--- config.mk ---
export PLATFORM = sky130hd
export DESIGN_NAME = freq_meas_sched
export DESIGN_NICKNAME = d
export VERILOG_FILES = /design/src/rtl/freq_meas_sched.sv
export SDC_FILE = /design/constraint.sdc
export NUM_CORES = 1
export LEC_CHECK = 0
export CAP_MARGIN = 0
export CORE_ASPECT_RATIO = 0.9
export CORE_MARGIN = 2
export CORE_UTILIZATION = 50
export CTS_CLUSTER_SIZE = 28
export DETAILED_ROUTE_END_ITERATION = 6
export MAX_ROUTING_LAYER = met4
export PLACE_DENSITY = 0.7
export SLEW_MARGIN = 20
export SYNTH_ARGS = -nofsm -noshare
export SYNTH_HDL_FRONTEND = slang
export SYNTH_SLANG_ARGS = --single-unit
--- constraint.sdc ---
create_clock -name clk -period 5.4 [get_ports clk]
set_input_delay 1.08 -clock clk [delete_from_list [all_inputs] [get_ports clk]]
set_output_delay 1.08 -clock clk [all_outputs]
set_load 0.01 [all_outputs]
--- src/rtl/freq_meas_sched.sv ---
// freq_meas_sched: round-robin scheduler that time-shares one Schmitt-trigger
// period-measurement path between NCH channels and reports one result per
// enabled channel over a valid/ready handshake.
// Build option: define FREQ_SCHED_AVG_EN to report the mean period
// (sum >> LOG2_AVG) instead of the raw sum of AVG_N periods.
module freq_meas_sched #(
    parameter int unsigned NCH      = 4,
    parameter int unsigned CHW      = 2,
    parameter int unsigned LOG2_AVG = 3,
    parameter int unsigned SETTLE   = 64,
    parameter int unsigned TIMEOUT  = 32'd50_000_000
) (
    input  logic                    clk,
    input  logic                    rstn,
    input  logic                    start,
    input  logic [NCH-1:0]          ch_en,
    input  logic                    trig_in,
    output logic [CHW-1:0]          ch_sel,
    output logic                    busy,
    output logic                    res_valid,
    input  logic                    res_ready,
    output logic [CHW-1:0]          res_ch,
    output logic [32+LOG2_AVG-1:0]  res_sum,
    output logic                    res_timeout
);
    localparam int unsigned SW    = 32 + LOG2_AVG;
    localparam int unsigned PW    = LOG2_AVG + 1;
    localparam int unsigned AVG_N = 1 << LOG2_AVG;

    typedef enum logic [2:0] {StIdle, StSettle, StArm, StMeas, StOut} state_e;

    state_e         state_q, state_d;
    logic [NCH-1:0] mask_q, mask_d, mask_rem;
    logic [CHW-1:0] ch_sel_q, ch_sel_d;
    logic           busy_q, busy_d;
    logic [31:0]    settle_q, settle_d;
    logic [31:0]    cnt_q, cnt_d;
    logic [SW-1:0]  sum_q, sum_d, sum_acc, sum_report;
    logic [PW-1:0]  per_q, per_d;
    logic           res_valid_q, res_valid_d;
    logic [CHW-1:0] res_ch_q, res_ch_d;
    logic [SW-1:0]  res_sum_q, res_sum_d;
    logic           res_to_q, res_to_d;
    logic           prev_q;
    logic           rise, cnt_expired;

    // Index of the lowest set bit; callers guarantee m != 0.
    function automatic logic [CHW-1:0] lowest_set(input logic [NCH-1:0] m);
        logic [CHW-1:0] idx;
        logic           found;
        idx   = '0;
        found = 1'b0;
        for (int i = 0; i < NCH; i++) begin
            if (m[i] && !found) begin
                idx   = CHW'(i);
                found = 1'b1;
            end
        end
        return idx;
    endfunction

    assign rise        = trig_in & ~prev_q;
    // Checked before the edge: a rise at TIMEOUT-1 is still a valid period.
    assign cnt_expired = (cnt_q == TIMEOUT - 1);
    assign sum_acc     = sum_q + SW'(cnt_q) + SW'(1);
    // Channels still to visit once the current one has been reported.
    assign mask_rem    = mask_q & ~(NCH'(1) << ch_sel_q);

    // Reported value of a completed measurement.
    always_comb begin
`ifdef FREQ_SCHED_AVG_EN
        sum_report = sum_acc >> LOG2_AVG;
`else
        sum_report = sum_acc;
`endif
    end

    // Next-state and datapath updates for the sweep FSM.
    always_comb begin
        state_d     = state_q;
        mask_d      = mask_q;
        ch_sel_d    = ch_sel_q;
        busy_d      = busy_q;
        settle_d    = settle_q;
        cnt_d       = cnt_q;
        sum_d       = sum_q;
        per_d       = per_q;
        res_valid_d = res_valid_q;
        res_ch_d    = res_ch_q;
        res_sum_d   = res_sum_q;
        res_to_d    = res_to_q;
        unique case (state_q)
            StIdle: begin
                if (start && (ch_en != '0)) begin
                    mask_d   = ch_en;
                    busy_d   = 1'b1;
                    ch_sel_d = lowest_set(ch_en);
                    settle_d = '0;
                    state_d  = StSettle;
                end
            end
            StSettle: begin
                if (settle_q == SETTLE - 1) begin
                    cnt_d   = '0;
                    state_d = StArm;
                end else begin
                    settle_d = settle_q + 32'd1;
                end
            end
            StArm: begin
                if (rise) begin
                    cnt_d   = '0;
                    sum_d   = '0;
                    per_d   = '0;
                    state_d = StMeas;
                end else if (cnt_expired) begin
                    res_valid_d = 1'b1;
                    res_ch_d    = ch_sel_q;
                    res_sum_d   = '0;
                    res_to_d    = 1'b1;
                    state_d     = StOut;
                end else begin
                    cnt_d = cnt_q + 32'd1;
                end
            end
            StMeas: begin
                if (rise) begin
                    sum_d = sum_acc;
                    cnt_d = '0;
                    per_d = per_q + 1'b1;
                    if (per_q == PW'(AVG_N - 1)) begin
                        res_valid_d = 1'b1;
                        res_ch_d    = ch_sel_q;
                        res_sum_d   = sum_report;
                        res_to_d    = 1'b0;
                        state_d     = StOut;
                    end
                end else if (cnt_expired) begin
                    res_valid_d = 1'b1;
                    res_ch_d    = ch_sel_q;
                    res_sum_d   = '0;
                    res_to_d    = 1'b1;
                    state_d     = StOut;
                end else begin
                    cnt_d = cnt_q + 32'd1;
                end
            end
            StOut: begin
                if (res_ready) begin
                    res_valid_d = 1'b0;
                    mask_d      = mask_rem;
                    if (mask_rem != '0) begin
                        ch_sel_d = lowest_set(mask_rem);
                        settle_d = '0;
                        state_d  = StSettle;
                    end else begin
                        busy_d  = 1'b0;
                        state_d = StIdle;
                    end
                end
            end
            default: state_d = StIdle;
        endcase
    end

    // State and datapath registers; reset abandons any sweep in flight.
    always_ff @(posedge clk or negedge rstn) begin
        if (!rstn) begin
            state_q     <= StIdle;
            mask_q      <= '0;
            ch_sel_q    <= '0;
            busy_q      <= 1'b0;
            settle_q    <= '0;
            cnt_q       <= '0;
            sum_q       <= '0;
            per_q       <= '0;
            res_valid_q <= 1'b0;
            res_ch_q    <= '0;
            res_sum_q   <= '0;
            res_to_q    <= 1'b0;
            prev_q      <= 1'b0;
        end else begin
            state_q     <= state_d;
            mask_q      <= mask_d;
            ch_sel_q    <= ch_sel_d;
            busy_q      <= busy_d;
            settle_q    <= settle_d;
            cnt_q       <= cnt_d;
            sum_q       <= sum_d;
            per_q       <= per_d;
            res_valid_q <= res_valid_d;
            res_ch_q    <= res_ch_d;
            res_sum_q   <= res_sum_d;
            res_to_q    <= res_to_d;
            prev_q      <= trig_in;
        end
    end

    assign ch_sel      = ch_sel_q;
    assign busy        = busy_q;
    assign res_valid   = res_valid_q;
    assign res_ch      = res_ch_q;
    assign res_sum     = res_sum_q;
    assign res_timeout = res_to_q;

endmodule

==> reports/qor.csv, run 1 <==
metric;value;unit
slew margin rel.;0.5039;
Critical Path Start Type;flop;
GPL Wtd Cong;0.9012;
routed vias/inst;6.053;
TNS Setup;0;ps
Setup crit end;cnt_q[20];
Setup crit end kind;flop;
fin crit share;0.6333;
Post CTS Setup Buffer Count;0;
Min-Delay Path Class;reg -> reg;
GRT overflow;0;
Peak VDD IR;0.0002629;V
stages on the worst setup path;8;
I/O pins;51;
pin count of the biggest net entering global routing;67;
Max Cap Viol;0;
crit-path max FO;18;
pre-CTS setup slack;1822;ps
FILL cells;1553;
Final Max Slew Viols;0;
Comb pwr share;0.257;
CTS root buf;clkbuf_16;
Detailed Route Iter0 Violations;627;
first-pass GRT wire length;36430;um
Power Dens Cells;351.8;nW/um2
Die ar.;18960;um2
Post-synth EDFFs;0;
CTS Buf Count;17;
Post-CTS Hold Buffers;0;
Synth Cell Area;8936;um2
syn nets;1011;
post-detail-place hpwl;15640;um
routed via count;7597;
top cells by area, synth;dfrtp_1 43%, a22o_1 5.7%, o21ai_0 5.5%;
final hold vios;0;
TritonCTS clock tree;done;
crit path time final;3420;ps
Die Ht;130.8;um
GR Util All Layers;0.2477;
PostCTS Resize Cnt;0;
clk sinks;153;
Clk pwr share;0.350;
r2r setup slk;1980;ps
status;finished, final reports clean;
RR Endpoint;cnt_q[20];
ys flop type;dfrtp_1;
DRT Pass-1 Iters;5;
internal power;2.374;mW
initial core utilization;0.5091;
hold slack;481.3;ps
antenna cells;0;
f_max;292.4;MHz
Seq pwr share;0.394;
Seq/Total Area, Yosys;0.4285;
Req. time, crit path;5750;ps
YS warnings;0;
Critical-path top delay cell;o21bai_2;
worst slew pin tran;743.7;ps
synthesized area per cell;9.251;um2
non-filler cells, final;1255;
worst-path cell chain;inv_2 > or3_1 > a31o_4 > nand3_1 > o21bai_2 > nor2_2 > nand4_1 > o21ai_0;
WP data arrival;3770;ps
top cell type's share of synthesized area;0.4285;
antenna viol nets, final;0;
CP Class;reg -> reg;
clock slew at reported path FFs;60;ps
leading area contributor after synthesis;dfrtp_1;
WL final;22310;um
Sw Share;0.3413;
dpl cells;1223;
Top Family by Delay on Critical Path;simple AND/OR/NAND/NOR gates;
Setup Viol. Count Final;0;
WP buf/inv;1;
final setup skew;7.713;ps
number of I/O port buffers;50;
share of cells above drive strength 1;0.06995;
Critical Path Start;state_q[0];
CP peak stage delay;610;ps
Worst-Skew Late Latency;430;ps
synthesized flop and latch total;153;
Core Rows;46;
Worst R2R Path Depth;8;
unrepaired setup endpoints after global routing;false;
Core ar.;17550;um2
post-synthesis cell type count;80;
worst r2r src;state_q[0];
post-synthesis async set-or-reset flop share;1.000;
Avg WL per Cell;17.78;um
P_sw;1.230;mW
nets;1047;
Chip Width;144.9;um
area grow syn2layout;14.67;%
cells after synthesis;966;
DRC;0;
initial antenna violation count;0;
setup ws final;1980;ps
H-tree depth;4;
clk buf depth;2;
Leak;4.740;nW
vias in the first global route;6998;
-- stage by stage --
step | cell area (um2) | power (mW) | util
floorplan | 8936 | 2.047 | -
global placement | 9628 | 2.332 | 0.5485
detailed placement | 9628 | 2.351 | 0.5485
CTS | 10250 | 3.610 | 0.5837
global route | 10250 | 3.802 | 0.5837
finish | 10250 | 3.605 | 0.5837
-- layout by cell type, fill, tap and decap left out, types with 4 or more instances in the layout --
cell type and count:
dfrtp_1 153, nor4_1 13, a21o_1 18, nand2_1 106, a21oi_1 54, clkbuf_16 17, buf_4 9, inv_1 19
a22o_1 58, o21a_1 5, xnor2_1 29, nand2b_1 6, o21bai_1 5, bufinv_16 4, nor2b_1 6, o21ai_0 99
nor3_1 10, clkinv_2 5, nor2_1 73, or3_1 9, and4_1 7, nand3_1 29, o31ai_1 6, o211ai_1 7
and3_1 28, xor2_1 20, nand4_1 22, a31oi_1 19, and2_1 12, ha_1 35, or2_2 5, clkdlybuf4s50_1 49
-- area by class of cell --
| type | instances | area (um2) | share of cell area |
|---|---|---|---|
| repair buffers | 59 | 569.3 | 0.05556 |
| clock buffers | 19 | 442.9 | 0.04322 |
| flip-flops and latches | 153 | 3829 | 0.3736 |
| inverters | 20 | 75.07 | 0.007326 |
| well taps | 240 | 300.3 | 0.02930 |
| clock inverters | 13 | 176.4 | 0.01722 |
| multi-input cells | 751 | 4855 | 0.4738 |
-- flip-flops by register name, indices dropped and copies added (netlist names) --
name         flops
busy             1
ch_sel           2
cnt_q           32
mask_q           4
per_q            4
prev_q           1
res_ch           2
res_sum         35
res_timeout      1
res_valid        1
settle_q        32
state_q          3
sum_q           35
-- worst min path at each step --
stage | startpoint | to | slack, ps | depth (start not counted)
finish | res_sum[16] | res_sum[16] | 480 | 2
global route | sum_q[6] | sum_q[6] | 510 | 2
CTS | sum_q[6] | sum_q[6] | 480 | 2
detailed placement | sum_q[6] | sum_q[6] | 470 | 2
global placement | sum_q[0] | sum_q[0] | 460 | 2
floorplan | sum_q[0] | sum_q[0] | 450 | 2
-- power groups by stage --
stage                     Clock (mW)  Sequential, mW  Combinational (mW)
after floorplan                    0            1.38               0.667
after global placement             0            1.43               0.897
after detailed placement           0            1.44               0.914
after CTS                       1.27            1.42               0.921
after global routing            1.33            1.44                1.04
final                           1.26            1.42               0.925
-- cell usage after synthesis, drive strengths merged (7+ instances only) --
library cell  count
and3             29
o211ai            7
buf              13
nand2           106
xor2             20
and2             12
ha               35
o21ai           102
a31oi            21
xnor2            29
nor3             13
a21oi            54
or3               9
nor4             14
nand3            30
clkbuf           29
dfrtp           153
a21o             18
a22o             58
nor2             75
and4              7
inv              20
nand4            23
-- worst reg2reg max path: stages (launching register included) --
cell and delay, ps:
dfrtp_1 580, inv_2 260, or3_1 320, a31o_4 200
nand3_1 500, o21bai_2 610, nor2_2 560, nand4_1 150
o21ai_0 170
-- layer usage --
layer | vias to the layer above | global-route usage | wire (um)
li1 | 3662 | - | -
met5 | - | - | 0
met1 | 3718 | 0.3475 | 11010
met2 | 204 | 0.3748 | 10000
met3 | 13 | 0.04375 | 1086
met4 | 0 | 0.06465 | 210
-- kinds of logic after synthesis --
| family | count (synthesis) | synth area share |
|---|---|---|
| AND/OR/NAND/NOR | 352 | 0.2019 |
| AO/OA/AOI/OAI | 308 | 0.2340 |
| flip-flops | 153 | 0.4285 |
| buffers and inverters | 62 | 0.02926 |
| XOR/XNOR | 49 | 0.04803 |
| adder cells (fa/ha/maj) | 36 | 0.05125 |
| multiplexers | 6 | 0.007141 |
No activity file was read; power rests on OpenSTA's default activity.
==> run 2: changes to the inputs <==
==> constraint.sdc (replaced) <==
create_clock -name clk -period 3.5 [get_ports clk]
set_input_delay 0.7 -clock clk [delete_from_list [all_inputs] [get_ports clk]]
set_output_delay 0.7 -clock clk [all_outputs]
set_load 0.01 [all_outputs]
==> reports/qor.csv, run 2 (synthesis gave the netlist of run 1 again) <==
metric;value;unit;change
commonest non-fill, non-tap cell in the layout;dfrtp_1;;unchanged
clock slew at reported path FFs;60;ps;about the same
Final Max Slew Viols;0;;unchanged
f_max;320.3;MHz;was 292.4 MHz
Critical Path Start;cnt_q[0];;was state_q[0]
CP most frequent cell;inv_1;;
final setup skew;16.38;ps;was 7.713 ps
non-filler cells, final;1264;;was 1255
vias in the first global route;7030;;was 6998
slew margin rel.;0.5666;;was 0.5039
CTS Buf Count;17;;unchanged
Top Family by Delay on Critical Path;compound AO/OA/AOI/OAI gates;;was simple AND/OR/NAND/NOR gates
fin crit share;0.8921;;was 0.6333
Min-Delay Path Class;in -> async;;was reg -> reg
FILL cells;1518;;was 1553
crit-path max FO;6;;was 18
post-detail-place hpwl;15950;um;was 15640 um
pin count of the biggest net entering global routing;83;;was 67
CP Class;reg -> reg;;unchanged
Core Rows;46;;unchanged
Peak VDD IR;0.0004075;V;was 0.0002629 V
Power Dens Cells;554.5;nW/um2;was 351.8 nW/um2
status;finished, final reports clean;;unchanged
area grow syn2layout;15.84;%;was 14.67%
Worst R2R Path Depth;12;;was 8
Avg WL per Cell;18.01;um;was 17.78 um
DRC;0;;unchanged
CTS root buf;clkbuf_16;;unchanged
crit path time final;3122;ps;was 3420 ps
GR Util All Layers;0.2517;;was 0.2477
WP buf/inv;2;;was 1
routed vias/inst;6.018;;was 6.053
GPL Wtd Cong;0.9327;;was 0.9012
Detailed Route Iter0 Violations;603;;was 627
Die ar.;18960;um2;unchanged
initial antenna violation count;0;;unchanged
Setup Viol. Count Final;0;;unchanged
WL final;22760;um;was 22310 um
DRT Pass-1 Iters;5;;unchanged
TNS Setup;0;ps;unchanged
register area;3829;um2;unchanged
worst r2r src;cnt_q[0];;was state_q[0]
Core ar.;17550;um2;unchanged
Critical Path Start Type;flop;;unchanged
stages on the worst setup path;12;;was 8
PostCTS Resize Cnt;0;;unchanged
TritonCTS clock tree;done;;unchanged
initial core utilization;0.5091;;unchanged
Chip Width;144.9;um;unchanged
commonest non-fill, non-tap cells in the layout;153 x dfrtp_1, 106 x nand2_1, 99 x o21ai_0;;unchanged
r2r setup slk;380;ps;was 1980 ps
share of cells above drive strength 1;0.07813;;was 0.06995
multi-input logic area;4855;um2;unchanged
Req. time, crit path;3800;ps;was 5750 ps
Critical-path top delay cell;dfrtp_1;;was o21bai_2
Leak;4.796;nW;was 4.740 nW
WP data arrival;3420;ps;was 3770 ps
routed via count;7607;;was 7597
clk buf depth;2;;unchanged
worst-path cell chain;inv_1 > ha_1 > inv_1 > fa_1 > a21o_1 > a31o_1 > a31oi_4 > o21a_4 > o221ai_4 > a41oi_4 > nor4_1 > or3_1;;was inv_2 > or3_1 > a31o_4 > nand3_1 > o21bai_2 > nor2_2 > nand4_1 > o21ai_0
dpl cells;1232;;was 1223
Setup crit end kind;flop;;unchanged
Setup crit end;res_sum[34];;was cnt_q[20]
I/O pins;51;;unchanged
GRT overflow;0;;unchanged
H-tree depth;4;;unchanged
antenna cells;0;;unchanged
RR Endpoint;res_sum[34];;was cnt_q[20]
CP peak stage delay;430;ps;was 610 ps
Post-CTS Hold Buffers;0;;unchanged
unrepaired setup endpoints after global routing;false;;unchanged
Max Cap Viol;0;;unchanged
Die Ht;130.8;um;unchanged
final hold vios;0;;unchanged
first-pass GRT wire length;37030;um;was 36430 um
worst slew pin tran;650.1;ps;was 743.7 ps
antenna viol nets, final;0;;unchanged
nets;1056;;was 1047
Worst-Skew Late Latency;440;ps;was 430 ps
Post CTS Setup Buffer Count;0;;unchanged
number of I/O port buffers;50;;unchanged
clk sinks;153;;unchanged
## run 2: cell type report
class | instances | share of cell area
clock buffer | 20 | 0.04412
clock inverter | 12 | 0.01801
inverter | 20 | 0.007252
multi-input combinational | 751 | 0.4690
sequential | 153 | 0.3699
tap | 240 | 0.02901
timing repair buffer | 68 | 0.06273
## run 2: worst min-delay path by stage
stage,endpoint,slack (ps)
after floorplan,busy,400
after global placement,sum_q[0],460
after detailed placement,sum_q[0],470
after CTS,sum_q[13],170
after global routing,cnt_q[13],180
final,res_sum[9],160
## run 2: where the power goes
part	internal (mW)	total, mW	switching [mW]
combinational	0.574	1.56	0.985
clock	1.24	2.02	0.775
sequential	1.95	2.16	0.217
## run 2: stage by stage
| step | power [mW] | hold WS (ps) | area [um2] | worst slack (ps) | utilization |
|---|---|---|---|---|---|
| final | 5.740 | 164.3 | 10350 | 377.7 | 0.5897 |
| after CTS | 5.746 | 166.9 | 10350 | 386.7 | 0.5897 |
| after global placement | 3.704 | 462.3 | 9708 | 474.6 | 0.5530 |
| after global routing | 6.035 | 183.2 | 10350 | 222.5 | 0.5897 |
| after detailed placement | 3.727 | 470.7 | 9708 | 402.6 | 0.5530 |
| after floorplan | 3.158 | 404.4 | 8936 | 671.1 | - |
## run 2: worst reg2reg max path, stage by stage, from the launching register on
cell and delay, ps:
dfrtp_1 430, inv_1 80, ha_1 170, inv_1 60, fa_1 410, a21o_1 230, a31o_1 290, a31oi_4 250
o21a_4 180, o221ai_4 130, a41oi_4 320, nor4_1 80, or3_1 370
## run 2: per-layer routing
layer,part of all wire,up-vias,global-route usage,routed length (um)
li1,-,3670,-,-
met1,0.51,3722,0.3603,11510
met2,0.44,184,0.3692,9943
met3,0.042,31,0.04618,953
met4,0.015,0,0.06814,350
met5,0,-,-,0
==> run 3: changes to the inputs <==
--- a/config.mk
+++ b/config.mk
@@ -5,10 +5,12 @@
 export SDC_FILE = /design/constraint.sdc
 export NUM_CORES = 1
 export LEC_CHECK = 0
+export ABC_CLOCK_PERIOD_IN_PS = 3500
 export CAP_MARGIN = 0
 export CORE_ASPECT_RATIO = 0.9
 export CORE_MARGIN = 2
 export CORE_UTILIZATION = 50
+export CTS_BUF_LIST = sky130_fd_sc_hd__clkbuf_8
 export CTS_CLUSTER_SIZE = 28
 export DETAILED_ROUTE_END_ITERATION = 6
 export MAX_ROUTING_LAYER = met4
==> reports/qor.csv, run 3 (synthesis gave the netlist of run 1 again) <==
metric;value;unit;change
f_max;321.4;MHz;was 320.3 MHz
Critical-path top delay cell;dfrtp_1;;unchanged
GRT overflow;0;;unchanged
GPL Wtd Cong;0.9327;;unchanged
CP peak stage delay;440;ps;was 430 ps
first-pass GRT wire length;36560;um;was 37030 um
commonest non-fill, non-tap cells in the layout;153 x dfrtp_1, 106 x nand2_1, 99 x o21ai_0;;unchanged
antenna viol nets, final;0;;unchanged
Post-CTS Hold Buffers;0;;unchanged
commonest non-fill, non-tap cell in the layout;dfrtp_1;;unchanged
antenna cells;0;;unchanged
final setup skew;20.16;ps;was 16.38 ps
area grow syn2layout;13.69;%;was 15.84%
clock slew at reported path FFs;90;ps;was 60 ps
WL final;22500;um;was 22760 um
worst-path cell chain;inv_1 > ha_1 > inv_1 > fa_1 > a21o_1 > a31o_1 > nand4b_1 > a31o_2 > or4b_1 > o311a_1 > xor2_1 > a22o_1;;was inv_1 > ha_1 > inv_1 > fa_1 > a21o_1 > a31o_1 > a31oi_4 > o21a_4 > o221ai_4 > a41oi_4 > nor4_1 > or3_1
post-layout util;0.5788;;was 0.5897
pin count of the biggest net entering global routing;83;;unchanged
Die ar.;18960;um2;unchanged
I/O pins;51;;unchanged
DRC;0;;unchanged
fin crit share;0.8890;;was 0.8921
crit-path max FO;6;;unchanged
Tot Pwr;5.234;mW;was 5.740 mW
DRT Pass-1 Iters;5;;unchanged
vias in the first global route;6952;;was 7030
Placement Cell Area;9708;um2;unchanged
CTS root buf;clkbuf_8;;was clkbuf_16
post-detail-place hpwl;15950;um;unchanged
H-tree depth;4;;unchanged
Die Ht;130.8;um;unchanged
routed vias/inst;6.013;;was 6.018
Core Rows;46;;unchanged
crit path time final;3111;ps;was 3122 ps
TritonCTS clock tree;done;;unchanged
unrepaired setup endpoints after global routing;false;;unchanged
Critical Path Start Type;flop;;unchanged
Req. time, crit path;3850;ps;was 3800 ps
status;finished, final reports clean;;unchanged
Setup Viol. Count Final;0;;unchanged
Post CTS Setup Buffer Count;0;;unchanged
Detailed Route Iter0 Violations;604;;was 603
Worst-Skew Late Latency;470;ps;was 440 ps
TNS Setup;0;ps;unchanged
Setup crit end kind;flop;;unchanged
Max Cap Viol;0;;unchanged
final hold vios;0;;unchanged
Core ar.;17550;um2;unchanged
PostCTS Resize Cnt;0;;unchanged
FILL cells;1546;;was 1518
initial antenna violation count;0;;unchanged
WP data arrival;3460;ps;was 3420 ps
worst slew pin tran;654.9;ps;was 650.1 ps
Leak;4.713;nW;was 4.796 nW
GR Util All Layers;0.2485;;was 0.2517
Worst R2R Path Depth;12;;unchanged
clk buf depth;2;;unchanged
Avg WL per Cell;17.80;um;was 18.01 um
fin area;10160;um2;was 10350 um2
CTS Buf Count;17;;unchanged
clk sinks;153;;unchanged
initial core utilization;0.5091;;unchanged
Peak VDD IR;0.0003285;V;was 0.0004075 V
Min-Delay Path Class;in -> async;;unchanged
nets;1056;;unchanged
number of I/O port buffers;50;;unchanged
slew margin rel.;0.5634;;was 0.5666
Final Max Slew Viols;0;;unchanged
share of cells above drive strength 1;0.07813;;unchanged
routed via count;7600;;was 7607
Power Dens Cells;515.2;nW/um2;was 554.5 nW/um2
Chip Width;144.9;um;unchanged
CP most frequent cell;inv_1;;unchanged
CP Class;reg -> reg;;unchanged
==> run 3: cell types whose count changed in the layout (fill, tap and decap cells not counted) <==
cell	change
clkbuf_16	-17
clkbuf_8	+17
clkbuf_1	-1
inv_1	+1
==> run 3: area by class of cell <==
type / count / area (um2) / share of cell area
Clock buffer: 19 / 261.5 / 0.02574
Sequential cell: 153 / 3829 / 0.3768
Inverter: 20 / 75.07 / 0.007389
Tap cell: 240 / 300.3 / 0.02956
Multi-Input combinational cell: 751 / 4855 / 0.4778
Timing Repair Buffer: 68 / 649.4 / 0.06392
Clock inverter: 13 / 190.2 / 0.01872
==> run 3: worst paths after layout <==
path / start / to / slack [ps]
worst max register to register: cnt_q[0] / sum_q[22] / 390
worst max-delay path: cnt_q[0] / sum_q[22] / 390
max in group asynchronous: rstn / sum_q[29] / 2520
worst min-delay path: rstn / sum_q[13] / 140
worst min register to register: sum_q[0] / sum_q[0] / 490
min in group clk: sum_q[0] / sum_q[0] / 490
==> run 3: through the flow <==
step,hold WS (ps),setup slack [ps],instances
after floorplan,404.4,671.1,966
after global placement,462.3,474.6,1232
after detailed placement,470.7,402.6,1232
after CTS,125.0,404.0,1264
after global routing,131.1,234.0,1264
final,136.3,388.7,1264
==> run 3: power by group <==
| group | internal, mW | total [mW] | switching [mW] |
|---|---|---|---|
| sequential | 1.94 | 2.16 | 0.217 |
| combinational | 0.575 | 1.55 | 0.975 |
| clock | 0.822 | 1.52 | 0.702 |
| total | 3.34 | 5.23 | 1.89 |
==> run 3: worst max-delay path: cells and delay by family, from the launching register on <==
| family | cells | cell delay [ps] |
|---|---|---|
| AOI/OAI and AO/OA | 5 | 1100 |
| xor gates and xnor gates | 1 | 160 |
| adders and majority gates | 2 | 570 |
| buffers and inverters | 2 | 140 |
| DFF | 1 | 440 |
| and+or+nand+nor | 2 | 610 |
==> run 3: metal layers <==
metal | global-route usage | part of all wire | up-vias
li1 | - | - | 3670
met1 | 0.3601 | 0.50 | 3712
met2 | 0.3577 | 0.43 | 192
met3 | 0.04549 | 0.049 | 26
met4 | 0.07047 | 0.016 | 0
met5 | - | 0 | -
